**src/rtl/change_dispense_scheduler.sv**
```systemverilog
// change_dispense_scheduler
//
// Sequences the coin-return dispenser. Five tube inventories (B=100, Q=25,
// D=10, N=5, P=1 cents) are kept locally. For a requested change amount the
// block issues one coin request at a time over a disp_req/disp_ack handshake,
// always picking the largest coin that fits the remainder and is in stock,
// then reports completion, shortfall and the undelivered remainder.
//
// Optional feature macro: EXACT_CHANGE_CHECK_EN
//   When defined, a 5-cycle CHECK state does a greedy dry run on shadow
//   copies of the remainder and counts before anything is dispensed; if exact
//   change is impossible the transaction ends immediately with nothing paid.
//
// Ports
//   clk, reset_n            clock, asynchronous active-low reset
//   start, amount           transaction request (sampled only when idle)
//   refill_valid/sel/count  add coins to one tube (0=B 1=Q 2=D 3=N 4=P)
//   disp_req, disp_sel      coin request and denomination to the dispenser
//   disp_ack                dispenser ejected the requested coin
//   avail_B..avail_P        registered "tube not empty" flags
//   busy, done              not idle / one-cycle end-of-transaction pulse
//   short, remaining        shortfall flag and undelivered cents
module change_dispense_scheduler #(
   parameter int AMT_W    = 9,
   parameter int CNT_W    = 8,
   parameter int INIT_CNT = 0
) (
   input  logic             clk,
   input  logic             reset_n,
   input  logic             start,
   input  logic [AMT_W-1:0] amount,
   input  logic             refill_valid,
   input  logic [2:0]       refill_sel,
   input  logic [CNT_W-1:0] refill_count,
   output logic             disp_req,
   output logic [2:0]       disp_sel,
   input  logic             disp_ack,
   output logic             avail_B,
   output logic             avail_Q,
   output logic             avail_D,
   output logic             avail_N,
   output logic             avail_P,
   output logic             busy,
   output logic             done,
   output logic             short,
   output logic [AMT_W-1:0] remaining
);

   localparam int NUM_TUBES = 5;

   typedef enum logic [2:0] {
      IDLE,
`ifdef EXACT_CHANGE_CHECK_EN
      CHECK,
`endif
      SELECT,
      DISPENSE,
      DONE
   } state_t;

   state_t           state_q, state_d;
   logic [AMT_W-1:0] rem_q;
   logic [CNT_W-1:0] count_q [NUM_TUBES];
   logic [CNT_W-1:0] count_d [NUM_TUBES];
   logic [CNT_W:0]   cnt_sum [NUM_TUBES];
   logic [NUM_TUBES-1:0] avail_q;
   logic             pick_found;
   logic [2:0]       pick_sel;
   logic [2:0]       disp_sel_q;
   logic             short_q;
   logic [AMT_W-1:0] remaining_q;

   function automatic logic [AMT_W-1:0] coin_value(input logic [2:0] sel);
      case (sel)
         3'd0:    return AMT_W'(100);
         3'd1:    return AMT_W'(25);
         3'd2:    return AMT_W'(10);
         3'd3:    return AMT_W'(5);
         3'd4:    return AMT_W'(1);
         default: return '0;
      endcase
   endfunction

`ifdef EXACT_CHANGE_CHECK_EN
   logic [2:0]       chk_idx_q;
   logic [AMT_W-1:0] sh_rem_q;
   logic [CNT_W-1:0] sh_cnt_q [NUM_TUBES];
   logic [AMT_W-1:0] chk_rem_next;

   // One greedy step of the dry run: take as many coins of this denomination
   // as fit, limited by the shadow count. Divisors are constants per branch.
   function automatic logic [AMT_W-1:0] greedy_step(input logic [2:0] idx,
                                                     input logic [AMT_W-1:0] r,
                                                     input logic [CNT_W-1:0] c);
      int unsigned v;
      int unsigned q;
      v = 32'(coin_value(idx));
      case (idx)
         3'd0:    q = 32'(r) / 100;
         3'd1:    q = 32'(r) / 25;
         3'd2:    q = 32'(r) / 10;
         3'd3:    q = 32'(r) / 5;
         default: q = 32'(r);
      endcase
      if (q > 32'(c)) q = 32'(c);
      return r - AMT_W'(q * v);
   endfunction

   assign chk_rem_next = greedy_step(chk_idx_q, sh_rem_q, sh_cnt_q[chk_idx_q]);
`endif

   // Greedy pick: scan from the smallest coin upward so the last hit, the
   // largest in-stock coin not exceeding the remainder, wins. A zero
   // remainder never matches, which is how SELECT recognises completion.
   always_comb begin
      pick_found = 1'b0;
      pick_sel   = 3'd0;
      for (int i = NUM_TUBES - 1; i >= 0; i--) begin
         if (count_q[i] != '0 && coin_value(3'(i)) <= rem_q) begin
            pick_found = 1'b1;
            pick_sel   = 3'(i);
         end
      end
   end

   // Next tube counts: refill and dispense decrement combine in one sum that
   // is one bit wider, so a simultaneous refill and decrement on the same tube
   // gives count - 1 + refill, saturated at all-ones.
   always_comb begin
      for (int i = 0; i < NUM_TUBES; i++) begin
         cnt_sum[i] = {1'b0, count_q[i]}
                    + ((refill_valid && refill_sel == 3'(i)) ? {1'b0, refill_count} : '0)
                    - ((state_q == DISPENSE && disp_ack && disp_sel_q == 3'(i))
                       ? (CNT_W+1)'(1) : '0);
         count_d[i] = cnt_sum[i][CNT_W] ? '1 : cnt_sum[i][CNT_W-1:0];
      end
   end

   // Inventory and availability flags. The flags follow the counters one
   // cycle late so they are clean registered outputs.
   always_ff @(posedge clk or negedge reset_n) begin
      if (!reset_n) begin
         for (int i = 0; i < NUM_TUBES; i++) count_q[i] <= CNT_W'(INIT_CNT);
         avail_q <= (INIT_CNT != 0) ? '1 : '0;
      end else begin
         for (int i = 0; i < NUM_TUBES; i++) begin
            count_q[i] <= count_d[i];
            avail_q[i] <= (count_q[i] != '0);
         end
      end
   end

   // State register.
   always_ff @(posedge clk or negedge reset_n) begin
      if (!reset_n) state_q <= IDLE;
      else          state_q <= state_d;
   end

   // Next-state logic. Outputs are decoded straight from the state register
   // below, so a reset mid-dispense drops disp_req without waiting for a clock.
   always_comb begin
      state_d = state_q;
      case (state_q)
         IDLE: begin
            if (start) begin
`ifdef EXACT_CHANGE_CHECK_EN
               state_d = CHECK;
`else
               state_d = SELECT;
`endif
            end
         end
`ifdef EXACT_CHANGE_CHECK_EN
         CHECK: begin
            if (chk_idx_q == 3'd4) state_d = (chk_rem_next != '0) ? DONE : SELECT;
         end
`endif
         SELECT:   state_d = pick_found ? DISPENSE : DONE;
         DISPENSE: if (disp_ack) state_d = SELECT;
         DONE:     state_d = IDLE;
         default:  state_d = IDLE;
      endcase
   end

   // Transaction datapath. The result (remaining/short) is loaded on the edge
   // entering DONE so it is already valid while done is high, and then held
   // until the next transaction finishes.
   always_ff @(posedge clk or negedge reset_n) begin
      if (!reset_n) begin
         rem_q       <= '0;
         disp_sel_q  <= 3'd0;
         short_q     <= 1'b0;
         remaining_q <= '0;
`ifdef EXACT_CHANGE_CHECK_EN
         chk_idx_q   <= 3'd0;
         sh_rem_q    <= '0;
         for (int i = 0; i < NUM_TUBES; i++) sh_cnt_q[i] <= '0;
`endif
      end else begin
         case (state_q)
            IDLE: begin
               if (start) begin
                  rem_q   <= amount;
                  short_q <= 1'b0;
`ifdef EXACT_CHANGE_CHECK_EN
                  chk_idx_q <= 3'd0;
                  sh_rem_q  <= amount;
                  for (int i = 0; i < NUM_TUBES; i++) sh_cnt_q[i] <= count_q[i];
`endif
               end
            end
`ifdef EXACT_CHANGE_CHECK_EN
            CHECK: begin
               chk_idx_q <= chk_idx_q + 3'd1;
               sh_rem_q  <= chk_rem_next;
               if (chk_idx_q == 3'd4 && chk_rem_next != '0) begin
                  remaining_q <= rem_q;
                  short_q     <= 1'b1;
               end
            end
`endif
            SELECT: begin
               if (pick_found) begin
                  disp_sel_q <= pick_sel;
               end else begin
                  remaining_q <= rem_q;
                  short_q     <= (rem_q != '0);
               end
            end
            DISPENSE: begin
               if (disp_ack) rem_q <= rem_q - coin_value(disp_sel_q);
            end
            default: ;
         endcase
      end
   end

   assign disp_req  = (state_q == DISPENSE);
   assign disp_sel  = disp_sel_q;
   assign busy      = (state_q != IDLE);
   assign done      = (state_q == DONE);
   assign short     = short_q;
   assign remaining = remaining_q;
   assign avail_B   = avail_q[0];
   assign avail_Q   = avail_q[1];
   assign avail_D   = avail_q[2];
   assign avail_N   = avail_q[3];
   assign avail_P   = avail_q[4];

endmodule

```
**config.mk**
```make
export PLATFORM = sky130hd
export DESIGN_NAME = change_dispense_scheduler
export DESIGN_NICKNAME = d
export VERILOG_FILES = /design/src/rtl/change_dispense_scheduler.sv
export SDC_FILE = /design/constraint.sdc
export NUM_CORES = 1
export LEC_CHECK = 0
export CAP_MARGIN = 0
export CORE_ASPECT_RATIO = 0.75
export CORE_MARGIN = 2
export CORE_UTILIZATION = 47
export DETAILED_ROUTE_END_ITERATION = 10
export GPL_ROUTABILITY_DRIVEN = 0
export PLACE_DENSITY = 0.67
export SETUP_SLACK_MARGIN = 0.4
export SYNTH_ARGS = -nofsm -noshare
export SYNTH_HDL_FRONTEND = slang
export SYNTH_SLANG_ARGS = --single-unit
```
**constraint.sdc**
```tcl
create_clock -name clk -period 3.6 [get_ports clk]
set_clock_uncertainty 0.2 [all_clocks]
set_input_delay 0.54 -clock clk [delete_from_list [all_inputs] [get_ports clk]]
set_output_delay 0.54 -clock clk [all_outputs]
set_load 0.01 [all_outputs]
```
== Word level (Yosys, flattened, before mapping) ==
Cells that the tools add are included.
W data, S select, Z words.
Storage, ports and cells
  register bits: 70
Operators by class
  order comparisons: 5
  bitwise operators: 1
  muxes and demuxes: 38
  reductions and logical operators: 33
  eq/ne operators: 14
  $add $sub $neg: 11
Operator list (count)
  $mux W8: 10
  $add A8 B8 Y9: 5
  $sub A9 B1 Y9: 5
  $reduce_bool A8 Y1: 5
  $mux W9: 4
  $pmux W7 S5: 1
  $mux W3: 7
  $eq A3 B2 Y1 const B: 6
  $pmux W9 S2: 1
  $logic_and A1 B1 Y1: 16
  $mux W1: 13
  $eq A3 B1 Y1 const B: 3
  $le A1 B9 Y1 const A: 1
  $le A3 B9 Y1 const A: 1
  $le A4 B9 Y1 const A: 1
  $le A5 B9 Y1 const A: 1
  $le A7 B9 Y1 const A: 1
  $logic_not A3 Y1: 3
  $pmux W3 S3: 1
  $reduce_bool A9 Y1: 1
  $sub A9 B9 Y9: 1
  $eq A3 B3 Y1 const B: 2
  $reduce_and A2 Y1: 3
  $reduce_and A3 Y1: 2
  other kinds (6): 8

== Logic depth before layout (Yosys ltp) ==
Gate-level depths: netlist of run 1.
  depth after elaboration: 9
  mapped depth: 14
  mapped depth without buffers: 14

== Least setup slack after synthesis of run 1 ==
No wires, ideal clock.
  path type: input to register
  start point: in refill_sel[1]
  end point: reg count_q[34] (netlist name)
  required time: 3.256 ns
  slack: -0.062 ns
  stages: 13
  path buffers: 0
  data arrival time: 3.317 ns
  cell sequence: nand2b_1 nor3_1 nand2_1 ha_1 inv_1 ha_1 fa_1 and2_1 o21ai_1 a21oi_1 o41ai_1 xor2_1 o21ai_1
RTL lines
  start: declaration: RTL line 33  | input logic [2:0] refill_sel,
  end signal: indexed assignment: RTL line 147  | count_q[i] <= count_d[i];
  end: declaration: RTL line 63  | logic [CNT_W-1:0] count_q [NUM_TUBES];

==> results of run 1 <==
## placed cells by master (no fill, tap or decap), types with 6 or more instances in the layout
| master | Yosys | layout |
|---|---|---|
| nor2_1 | 62 | 56 |
| o21ai_1 | 17 | 12 |
| nor3_1 | 12 | 10 |
| buf_4 | 0 | 52 |
| dfrtp_1 | 69 | 66 |
| xor2_1 | 22 | 22 |
| ha_4 | 0 | 6 |
| a21oi_1 | 18 | 13 |
| nand2_2 | 0 | 6 |
| ha_1 | 87 | 79 |
| xnor2_1 | 11 | 9 |
| a21o_1 | 9 | 9 |
| nor4_1 | 12 | 11 |
| mux2_4 | 6 | 6 |
| a211oi_1 | 7 | 7 |
| inv_2 | 1 | 7 |
| clkdlybuf4s50_1 | 0 | 37 |
| nand2b_1 | 25 | 22 |
| inv_1 | 118 | 112 |
| clkbuf_16 | 0 | 9 |
| buf_6 | 1 | 8 |
| nand2_1 | 81 | 74 |
| o21ai_0 | 15 | 15 |
## cells in the mapped netlist (all sizes together) (8+ instances only)
cell    instances
nor3           12
nand2          81
dfrtp          69
o41ai          11
ha             87
and2            8
xor2           22
nor2           62
a21oi          18
xnor2          11
a21o            9
o21ai          32
nor4           13
inv           119
mux2            9
nand2b         25
## metrics by stage
| step | setup WS (ps) | std cells | TNS (ps) | area (um2) |
|---|---|---|---|---|
| 6_report | 393.3 | 911 | 0 | 7306 |
| 2_1_floorplan | 209.8 | 649 | 0 | 5675 |
| 5_1_grt | 297.1 | 911 | 0 | 7306 |
| 3_3_place_gp | -264.9 | 877 | -7378 | 6610 |
| 3_5_place_dp | -339.2 | 877 | -10080 | 6610 |
| 4_1_cts | 352.1 | 899 | 0 | 7043 |
## state kept, by name, indices dropped and copies added, names as in the netlist
name / count
avail_q: 5
count_q: 40
short: 1
state_q: 2
disp_sel: 3
rem_q: 9
remaining: 9
## worst max path at each step
stage                        startpoint          end  slack, ps  depth (start not counted)
after floorplan           refill_sel[1]  count_q[34]        210                         13
after global placement     refill_valid  count_q[17]       -260                         14
after detailed placement   refill_valid  count_q[16]       -340                         14
after CTS                 refill_sel[1]   count_q[1]        350                         15
after global routing      refill_sel[1]  count_q[37]        300                         16
final                     refill_sel[1]  count_q[37]        390                         16
## layout make-up
class | instances | area (um2)
clock inverter | 6 | 95.09
inverter | 119 | 446.7
fill | 946 | 4180
multi-input combinational | 458 | 3707
timing repair buffer | 105 | 917.1
sequential | 69 | 1730
clock buffer | 10 | 229.0
tap | 144 | 180.2
## critical path, cell delays in order
cell and delay [ps]:
buf_6 90, nand2b_4 140, buf_6 110, nor3_4 260, nand2_2 130, ha_4 290
inv_2 40, ha_4 150, fa_2 350, and2_4 180, o21ai_4 160, a21oi_2 90
o41ai_2 260, xor2_1 180, buf_4 180, nand2_1 70
## logic make-up (layout without fill, tap and decap cells)
family,Yosys count,count (layout),share of synthesized area (%)
simple gates,226,226,19.34
buf+inv,122,240,8.464
compound gates,96,96,11.13
fa+ha+maj,93,93,21.98
flops,69,69,31.40
xor+xnor,33,33,5.256
mux,10,10,2.435
## power by group through the flow
stage                     clock [uW]  sequential (uW)  combinational, uW
after CTS                        975             1300               4060
final                            965             1310               4310
after floorplan                    0             1240               2910
after detailed placement           0             1310               3950
after global routing            1010             1340               4840
after global placement             0             1300               3810
## timing repair
item                       in CTS  in global routing
pin swaps                      15                 10
resized for setup              37                 37
setup endpoints to repair      40                 40
buffers inserted                6                 12
## metal layers
metal / vias up / track usage [%] / wire length [um]
met1: 2265 / 29.82 / 6336
met2: 102 / 37.28 / 6392
met3: 21 / 4.791 / 577
met4: 0 / 4.515 / 186
met5: - / 0 / 0
li1: 2366 / - / -
==> qor_table.md, run 1 <==
| Metric | Reported | Unit |
|---|---|---|
| Status | complete, no violations | - |
| Post-Synthesis Net Count | 767 | - |
| Most used flip-flop cell after synthesis | dfrtp_1 | - |
| Reg2reg start | disp_sel[2] | - |
| Critical Setup Path Class | primary input to flop | - |
| Worst R2R End | count_q[37] | - |
| Kind of capture point of the worst setup path | flop | - |
| Synth-to-Final Area Change | 32.86 | % |
| Relative max-transition margin | 48.01 | % |
| DIE WIDTH | 128.9 | um |
| Post-synthesis average cell area | 8.473 | um2 |
| Category of the worst setup path launch point | primary input | - |
| Cell Int Power | 3711 | uW |
| CP required | 3620 | ps |
| Share of layout cells above drive strength 1 | 20.86 | % |
| Clock tree from TritonCTS | done | - |
| Initial Utilization | 47.88 | % |
| Worst IR drop on VDD | 0.0003867 | V |
| Number of global-route vias before repair | 4758 | - |
| Final routed wire length divided by cell count | 14.81 | um |
| Number of detailed-routing iterations run before antenna repair | 7 | - |
| Initial antenna violation count | 0 | - |
| Maximum number of pins on one net before global-route repair | 36 | - |
| Hold violation total from the final report | 0 | - |
| Proportion of synthesized flip-flops having asynchronous set or reset | 100.0 | % |
| Antenna Nets Post-Route | 0 | - |
| Combined area of all synthesized cells | 5499 | um2 |
| Number of synthesized register bits | 69 | - |
| DRC marker count from the first detailed-route iteration | 191 | - |
| Slew Limit Fails | 0 | - |
| Highest achievable clock rate | 311.8 | MHz |
| Net switching power | 2877 | uW |
| Most area-hungry cell type in the Yosys netlist | dfrtp_1 | - |
| Reg2Reg Depth | 13 | - |
| DR vias | 4754 | - |
| Post-route minimum period | 3207 | ps |
| Core occupancy in the finished layout | 63.61 | % |
| Switching share of power | 43.67 | % |
| Post-synth cell types | 44 | - |
| Number of instances in the synthesized netlist | 649 | - |
| Die span in y | 97.68 | um |
| Worst-path fanout max | 8 | - |
| Fraction of the cycle the final worst path needs | 89.08 | % |
| Post-synth top area share | 31.40 | % |
| Row count | 34 | - |
| Layout net count | 880 | - |
| HP Class | primary input to async pin | - |
| # DRC | 0 | - |
| Leakage power | 0.003607 | uW |
| EDFF count, synth | 0 | - |
| Input/output buffers | 45 | - |
| Total power consumption of the routed design | 6588 | uW |
| Slew at the pin closest to its max-slew limit | 779.9 | ps |
| Fraction of the yosys area taken by sequential cells | 31.40 | % |
| Vias per cell | 5.218 | - |
| Clock slew seen by the registers of the worst setup and hold paths | 60 | ps |
| Detailed-route wire length | 13490 | um |
| Hold buffer count at CTS | 0 | - |
| WHS | 78.39 | ps |
| Aggregate global-route resource usage | 22.29 | % |
| RSZ-0062 raised after global routing | true | - |
| Number of buffers inserted during clock tree synthesis | 9 | - |
| Clock sink count | 69 | - |
| Area enclosed by the die boundary | 12590 | um2 |
| Clock root cell | clkbuf_16 | - |
| Insertion delay of the later-clocked pin in the worst-skew pair | 340 | ps |
| Wire length of the first global-routing pass | 22110 | um |
| Total of endpoints with negative setup slack in the final report | 0 | - |
| PD cells | 901.8 | nW/um2 |
| Core outline area | 11490 | um2 |
| Number of antenna diodes | 0 | - |
| Critical path arrival | 3220 | ps |
| Buffers from clock root to sink, at most | 2 | - |
| Leftover overflow at the end of global routing | 0 | - |
| Portion of total power attributed to the clock network | 14.6 | % |
| Top Ports | 46 | - |
| Top post-synthesis cells by area | dfrtp_1, ha_1, inv_1 | - |
| Count of synthesis-stage warnings from yosys | 0 | - |
| Minimum setup slack among reg-to-reg paths | 410 | ps |
| Half-perimeter wire length of the detailed placement result | 10580 | um |
| Part of the total power dissipated in sequential elements | 19.9 | % |
| Max Cap Viol | 0 | - |
| CTS H-tree lvls | 3 | - |
| Part of the total power dissipated in combinational logic | 65.4 | % |
No activity file was read; power rests on OpenSTA's default activity.
==> run 2: changes to the inputs <==
==> constraint.sdc (replaced) <==
create_clock -name clk -period 3.15 [get_ports clk]
set_clock_uncertainty 0.2 [all_clocks]
set_input_delay 0.4725 -clock clk [delete_from_list [all_inputs] [get_ports clk]]
set_output_delay 0.4725 -clock clk [all_outputs]
set_load 0.01 [all_outputs]
==> qor_table.md, run 2 (synthesized netlist as in run 1, its figures left out) <==
| Metric | Reported | Unit |
|---|---|---|
| Clock slew seen by the registers of the worst setup and hold paths | 60 | ps |
| Maximum number of pins on one net before global-route repair | 36 | - |
| Category of the worst setup path launch point | flop | - |
| Filler Cell Count | 867 | - |
| DR vias | 4991 | - |
| Buffers from clock root to sink, at most | 2 | - |
| Slowest stage cell, crit path | dfrtp_1 | - |
| Hold violation total from the final report | 0 | - |
| Flip-flop count of the largest register after layout | 40 | - |
| Fraction of the cycle the final worst path needs | 100.9 | % |
| Leakage power | 0.003900 | uW |
| Clock root cell | clkbuf_16 | - |
| Half-perimeter wire length of the detailed placement result | 10770 | um |
| Relative max-transition margin | 45.70 | % |
| Max Cap Viol | 0 | - |
| Clock tree from TritonCTS | done | - |
| WHS | 23.24 | ps |
| Worst-path cell chain | buf_6 -> or3_4 -> nor2_4 -> ha_4 -> inv_2 -> ha_4 -> fa_2 -> and2_4 -> o21ai_4 -> a21oi_2 -> o41ai_2 -> xor2_1 -> buf_4 -> nand2b_1 | - |
| Most common cell after layout, fill and taps aside | inv_1 | - |
| Top Ports | 46 | - |
| Synth-to-Final Area Change | 43.50 | % |
| Number of detailed-routing iterations run before antenna repair | 5 | - |
| Row count | 34 | - |
| Insertion delay of the later-clocked pin in the worst-skew pair | 340 | ps |
| Critical path arrival | 3200 | ps |
| Failing checks | setup timing | - |
| Number of antenna diodes | 0 | - |
| Delay contributed by the slowest stage of the critical path | 410 | ps |
| Final routed wire length divided by cell count | 15.24 | um |
| Smallest setup slack after layout | -29.21 | ps |
| DRC marker count from the first detailed-route iteration | 362 | - |
| Kind of capture point of the worst setup path | flop | - |
| Vias per cell | 5.215 | - |
| HP Class | primary input to async pin | - |
| Hold buffer count at CTS | 0 | - |
| Number of cells in the finished layout apart from fillers | 957 | - |
| Aggregate global-route resource usage | 24.16 | % |
| Layout net count | 926 | - |
| Number of global-route vias before repair | 5155 | - |
| Leftover overflow at the end of global routing | 0 | - |
| Largest Register | count_q | - |
| # DRC | 0 | - |
| Highest achievable clock rate | 314.5 | MHz |
| Post-route minimum period | 3179 | ps |
| Initial Utilization | 47.88 | % |
| Gate family responsible for the most delay along the worst path | simple AND/OR/NAND/NOR gates | - |
| DIE WIDTH | 128.9 | um |
| Worst IR drop on VDD | 0.0007587 | V |
| Number of buffers inserted during clock tree synthesis | 9 | - |
| Total of endpoints with negative setup slack in the final report | 8 | - |
| Wire length of the first global-routing pass | 24210 | um |
| CTS H-tree lvls | 3 | - |
| Antenna Nets Post-Route | 0 | - |
| Status | finished, violations left | - |
| Crit path top cell by count | ha_4 | - |
| Share of layout cells above drive strength 1 | 28.54 | % |
| Slew Limit Fails | 0 | - |
| Total power consumption of the routed design | 8410 | uW |
| Number of instances in the placed design | 912 | - |
| Most frequent cells in the layout | inv_1, buf_4, ha_1, dfrtp_1, nand2_1 | - |
| RSZ-0062 raised after global routing | true | - |
| Die span in y | 97.68 | um |
| CP required | 3180 | ps |
| PD cells | 1066 | nW/um2 |
| Clock sink count | 69 | - |
| Initial antenna violation count | 0 | - |
| Area enclosed by the die boundary | 12590 | um2 |
| Detailed-route wire length | 14590 | um |
| Slew at the pin closest to its max-slew limit | 814.5 | ps |
| Input/output buffers | 45 | - |
| Worst-path fanout max | 8 | - |
| Critical Setup Path Class | flop to flop | - |
| Number of buffer and inverter instances along the worst setup path | 3 | - |
| Core outline area | 11490 | um2 |
-- run 2: path summary, 6_finish.rpt --
path,startpoint,endpoint,slack [ps],depth (start not counted)
setup / recovery,disp_sel[2],count_q[25],-30,14
hold / removal,reset_n,avail_q[4],20,1
setup reg to reg,disp_sel[2],count_q[25],-30,14
hold reg to reg,remaining[2],remaining[2],290,1
max in group asynchronous,reset_n,avail_q[0],1950,2
min in group clk,remaining[2],remaining[2],290,1
-- run 2: area by class of cell --
class                      count  area [um2]  share of cell area, %
clock buffer                   9       225.2                  2.854
clock inverter                 7       123.9                  1.570
inverter                     119       449.2                  5.692
multi-input combinational    458        3869                  49.02
sequential                    69        1728                  21.90
tap                          144       180.2                  2.283
timing repair buffer         151        1316                  16.68
-- run 2: power breakdown --
part,total [uW],switching (uW),internal [uW]
Sequential,1490,273,1210
Clock,1190,411,777
Combinational,5730,2900,2840
-- run 2: metrics by stage --
stage / worst slack (ps) / util, % / setup TNS, ps / cell area, um2
floorplan: -172.7 / - / -1161 / 5704
global placement: -561.0 / 60.31 / -20020 / 6927
detailed placement: -690.7 / 60.31 / -23630 / 6927
CTS: -47.29 / 66.47 / -99.93 / 7635
global route: -139.2 / 68.70 / -2254 / 7891
finish: -29.21 / 68.70 / -170.8 / 7891
-- run 2: timing repair --
item,4_1_cts,5_1_grt
buffers inserted,15,14
pin swaps,38,20
resized for setup,68,36
setup endpoints to repair,42,44
-- run 2: routing by layer --
| layer | track usage [%] | wire length (um) |
|---|---|---|
| met5 | 0 | 0 |
| met1 | 32.87 | 6751 |
| met2 | 39.80 | 6940 |
| met4 | 6.689 | 280 |
| met3 | 3.965 | 616 |
==> run 3: changes to the inputs <==
--- a/config.mk
+++ b/config.mk
@@ -5,13 +5,14 @@
 export SDC_FILE = /design/constraint.sdc
 export NUM_CORES = 1
 export LEC_CHECK = 0
+export ABC_AREA = 1
 export CAP_MARGIN = 0
 export CORE_ASPECT_RATIO = 0.75
 export CORE_MARGIN = 2
 export CORE_UTILIZATION = 47
 export DETAILED_ROUTE_END_ITERATION = 10
 export GPL_ROUTABILITY_DRIVEN = 0
-export PLACE_DENSITY = 0.67
+export PLACE_DENSITY = 0.66
 export SETUP_SLACK_MARGIN = 0.4
 export SYNTH_ARGS = -nofsm -noshare
 export SYNTH_HDL_FRONTEND = slang
==> constraint.sdc (replaced) <==
create_clock -name clk -period 4 [get_ports clk]
set_clock_uncertainty 0.2 [all_clocks]
set_input_delay 0.6 -clock clk [delete_from_list [all_inputs] [get_ports clk]]
set_output_delay 0.6 -clock clk [all_outputs]
set_load 0.01 [all_outputs]
==> qor_table.md, run 3 <==
| Metric | Reported | Unit |
|---|---|---|
| Initial antenna violation count | 0 | - |
| Post-route minimum period | 3482 | ps |
| Most used flip-flop cell after synthesis | dfrtp_1 | - |
| Global-route met3 utilization | 4.104 | % |
| Proportion of synthesized flip-flops having asynchronous set or reset | 100.0 | % |
| Slew at the pin closest to its max-slew limit | 1095 | ps |
| Clock slew seen by the registers of the worst setup and hold paths | 60 | ps |
| Post-synth cell types | 32 | - |
| Die span in y | 101.4 | um |
| Top Ports | 46 | - |
| Wire length of the first global-routing pass | 23800 | um |
| Aggregate global-route resource usage | 22.07 | % |
| Half-perimeter wire length of the detailed placement result | 11130 | um |
| Net switching power | 2736 | uW |
| Post-synthesis average cell area | 7.280 | um2 |
| Detailed-route wire length | 14150 | um |
| Number of buffer and inverter instances along the worst setup path | 4 | - |
| Input/output buffers | 45 | - |
| Worst IR drop on VDD | 0.0004181 | V |
| Filler Cell Count | 1136 | - |
| Antenna Nets Post-Route | 0 | - |
| Fraction of met1 tracks used by global routing | 29.66 | % |
| Status | complete, no violations | - |
| Top cell types by occurrence after synthesis | nand2_1, inv_1, ha_1 | - |
| WHS | 274.1 | ps |
| Clock root cell | clkbuf_16 | - |
| DRC marker count from the first detailed-route iteration | 350 | - |
| Relative max-transition margin | 26.97 | % |
| Clock sink count | 69 | - |
| Hold buffer count at CTS | 0 | - |
| Number of buffers inserted during clock tree synthesis | 9 | - |
| Critical path arrival | 3490 | ps |
| Core occupancy in the finished layout | 57.84 | % |
| Total of endpoints with negative setup slack in the final report | 0 | - |
| Core outline area | 12310 | um2 |
| PD cells | 813.7 | nW/um2 |
| Layer with the highest usage after global routing | met2 | - |
| Worst-path fanout max | 8 | - |
| Setup TNS | 0 | ps |
| Most frequent cells in the layout | nand2_1, inv_1, ha_1, dfrtp_1, nand3_1 | - |
| Post-Synthesis Net Count | 934 | - |
| Layout Cell Area excl Fill | 7118 | um2 |
| Count of synthesis-stage warnings from yosys | 0 | - |
| Worst-path cell chain | clkdlybuf4s50_1 -> inv_2 -> nor3_2 -> buf_4 -> nand2_1 -> ha_1 -> inv_1 -> ha_1 -> fa_1 -> nand3_1 -> nand3_1 -> nand2_1 -> nand3_2 -> xnor2_4 -> nand3_1 | - |
| Combined area of all synthesized cells | 5941 | um2 |
| Area enclosed by the die boundary | 13560 | um2 |
| Cell with the most instances after synthesis | nand2_1 | - |
| Reg2Reg Depth | 13 | - |
| Clock tree from TritonCTS | done | - |
| Reg2reg start | disp_sel[2] | - |
| Cell Int Power | 3056 | uW |
| Fraction of met2 tracks used by global routing | 37.40 | % |
| Minimum setup slack among reg-to-reg paths | 980 | ps |
| Vias per cell | 4.909 | - |
| Layout net count | 999 | - |
| Max Cap Viol | 0 | - |
| DR vias | 5164 | - |
| Number of instances in the synthesized netlist | 816 | - |
| Critical Setup Path Class | primary input to flop | - |
| Slowest stage cell, crit path | clkdlybuf4s50_1 | - |
| Final routed wire length divided by cell count | 13.45 | um |
| Kind of capture point of the worst setup path | flop | - |
| Synth-to-Final Area Change | 19.82 | % |
| Number of global-route vias before repair | 5087 | - |
| Share of layout cells above drive strength 1 | 10.61 | % |
| Buffers from clock root to sink, at most | 2 | - |
| Most common cell after layout, fill and taps aside | nand2_1 | - |
| CP required | 4010 | ps |
| Portion of total power attributed to the clock network | 15.8 | % |
| Part of the total power dissipated in sequential elements | 19.2 | % |
| Part of the total power dissipated in combinational logic | 65.0 | % |
| EDFF count, synth | 0 | - |
| Delay contributed by the slowest stage of the critical path | 560 | ps |
| Critical path depth | 15 | - |
| Number of synthesized register bits | 69 | - |
| HP Class | primary input to async pin | - |
| CP startpoint | refill_sel[0] | - |
| # DRC | 0 | - |
| Hold violation total from the final report | 0 | - |
| Initial Utilization | 48.28 | % |
| Number of detailed-routing iterations run before antenna repair | 5 | - |
| Crit path top cell by count | nand3_1 | - |
| Leftover overflow at the end of global routing | 0 | - |
| Insertion delay of the later-clocked pin in the worst-skew pair | 330 | ps |
| Slew Limit Fails | 0 | - |
| Highest achievable clock rate | 287.2 | MHz |
| Row count | 35 | - |
| DIE WIDTH | 133.8 | um |
| Switching share of power | 47.23 | % |
| Post-synth top area share | 29.06 | % |
| RSZ-0062 raised after global routing | false | - |
| Fraction of the yosys area taken by sequential cells | 29.06 | % |
| CTS H-tree lvls | 3 | - |
| Placement-stage cell area | 6639 | um2 |
| Maximum number of pins on one net before global-route repair | 49 | - |
| Largest Register | count_q | - |
| Gate family responsible for the most delay along the worst path | adder cells | - |
| Critical Path End | count_q[15] | - |
| Fraction of the cycle the final worst path needs | 87.05 | % |
| Leakage power | 0.003906 | uW |
| Category of the worst setup path launch point | primary input | - |
| Most area-hungry cell type in the Yosys netlist | dfrtp_1 | - |
| Worst R2R End | count_q[23] | - |
| Number of antenna diodes | 0 | - |
| Flip-flop count of the largest register after layout | 40 | - |
| Top post-synthesis cells by area | dfrtp_1, ha_1, nand2_1 | - |
## run 3: cell types whose count changed after synthesis, sizes merged, moves of 6 or more
cell	delta
nand2b	-25
nand2	+149
nor4	-13
and2	-8
o41ai	-11
a21o	-9
nor2	-18
inv	+74
xor2	-6
nand3	+49
mux2	-9
a211oi	-7
a21oi	+8
## run 3: power groups by stage
stage | clock [uW] | combinational, uW | sequential, uW
final | 916 | 3770 | 1110
after global routing | 962 | 4300 | 1140
after CTS | 928 | 3640 | 1110
after detailed placement | 0 | 3570 | 1120
after global placement | 0 | 3460 | 1110
after floorplan | 0 | 2820 | 1080
## run 3: worst min path at each step
stage	from	cells past startpoint	slack [ps]	end
3_3_place_gp	remaining[1]	2	260	remaining[1]
3_5_place_dp	remaining[4]	2	270	remaining[4]
2_1_floorplan	reset_n	0	100	avail_q[0]
6_report	reset_n	1	270	count_q[15]
4_1_cts	remaining[4]	2	280	remaining[4]
5_1_grt	remaining[2]	2	310	remaining[2]
## run 3: repair_timing
action                                  CTS  global route
resized for setup                         1            22
pin swaps                                 0             4
endpoints found under the setup margin    2            32
setup buffers                             0             3
gates cloned                              0             0
## run 3: routing by layer
layer,routed length (um),vias up
met5,0,-
met4,142,0
met3,674,14
met2,6522,119
met1,6807,2368
li1,-,2663
## run 3: kinds of logic (layout without fill, tap and decap cells)
| kind of cell | Yosys count | in the layout | synth area share (%) |
|---|---|---|---|
| AO/OA/AOI/OAI | 75 | 75 | 7.414 |
| adder cells (fa/ha/maj) | 93 | 93 | 20.35 |
| AND/OR/NAND/NOR | 351 | 351 | 25.25 |
| XOR/XNOR | 32 | 32 | 5.350 |
| buffers and inverters | 196 | 266 | 12.57 |
| flip-flops | 69 | 69 | 29.06 |
## run 3: worst reg2reg max path, stage by stage (launching register included)
cell     delay [ps]
dfrtp_1         450
inv_1           140
nand3_1         170
nor2_1           80
ha_1            280
inv_1            40
ha_1            200
fa_1            410
nand3_1         110
nand3_2         110
nand2_1         110
nand3_2         130
xnor2_4         320
nand3_1         120
## run 3: layout make-up
| class | instances | area [um2] | area share (%) |
|---|---|---|---|
| multi-input combinational | 551 | 3581 | 50.31 |
| sequential | 69 | 1727 | 24.26 |
| inverter | 193 | 724.4 | 10.18 |
| timing repair buffer | 57 | 538.0 | 7.558 |
| clock buffer | 10 | 229.0 | 3.217 |
| tap | 166 | 207.7 | 2.918 |
| clock inverter | 6 | 111.4 | 1.564 |
## run 3: through the flow
stage | instances | setup WS (ps) | power, uW
6_report | 1052 | 518.2 | 5792
5_1_grt | 1052 | 359.6 | 6400
4_1_cts | 1049 | 418.6 | 5671
3_5_place_dp | 1033 | 24.11 | 4693
3_3_place_gp | 1033 | 104.0 | 4573
2_1_floorplan | 816 | 741.4 | 3900
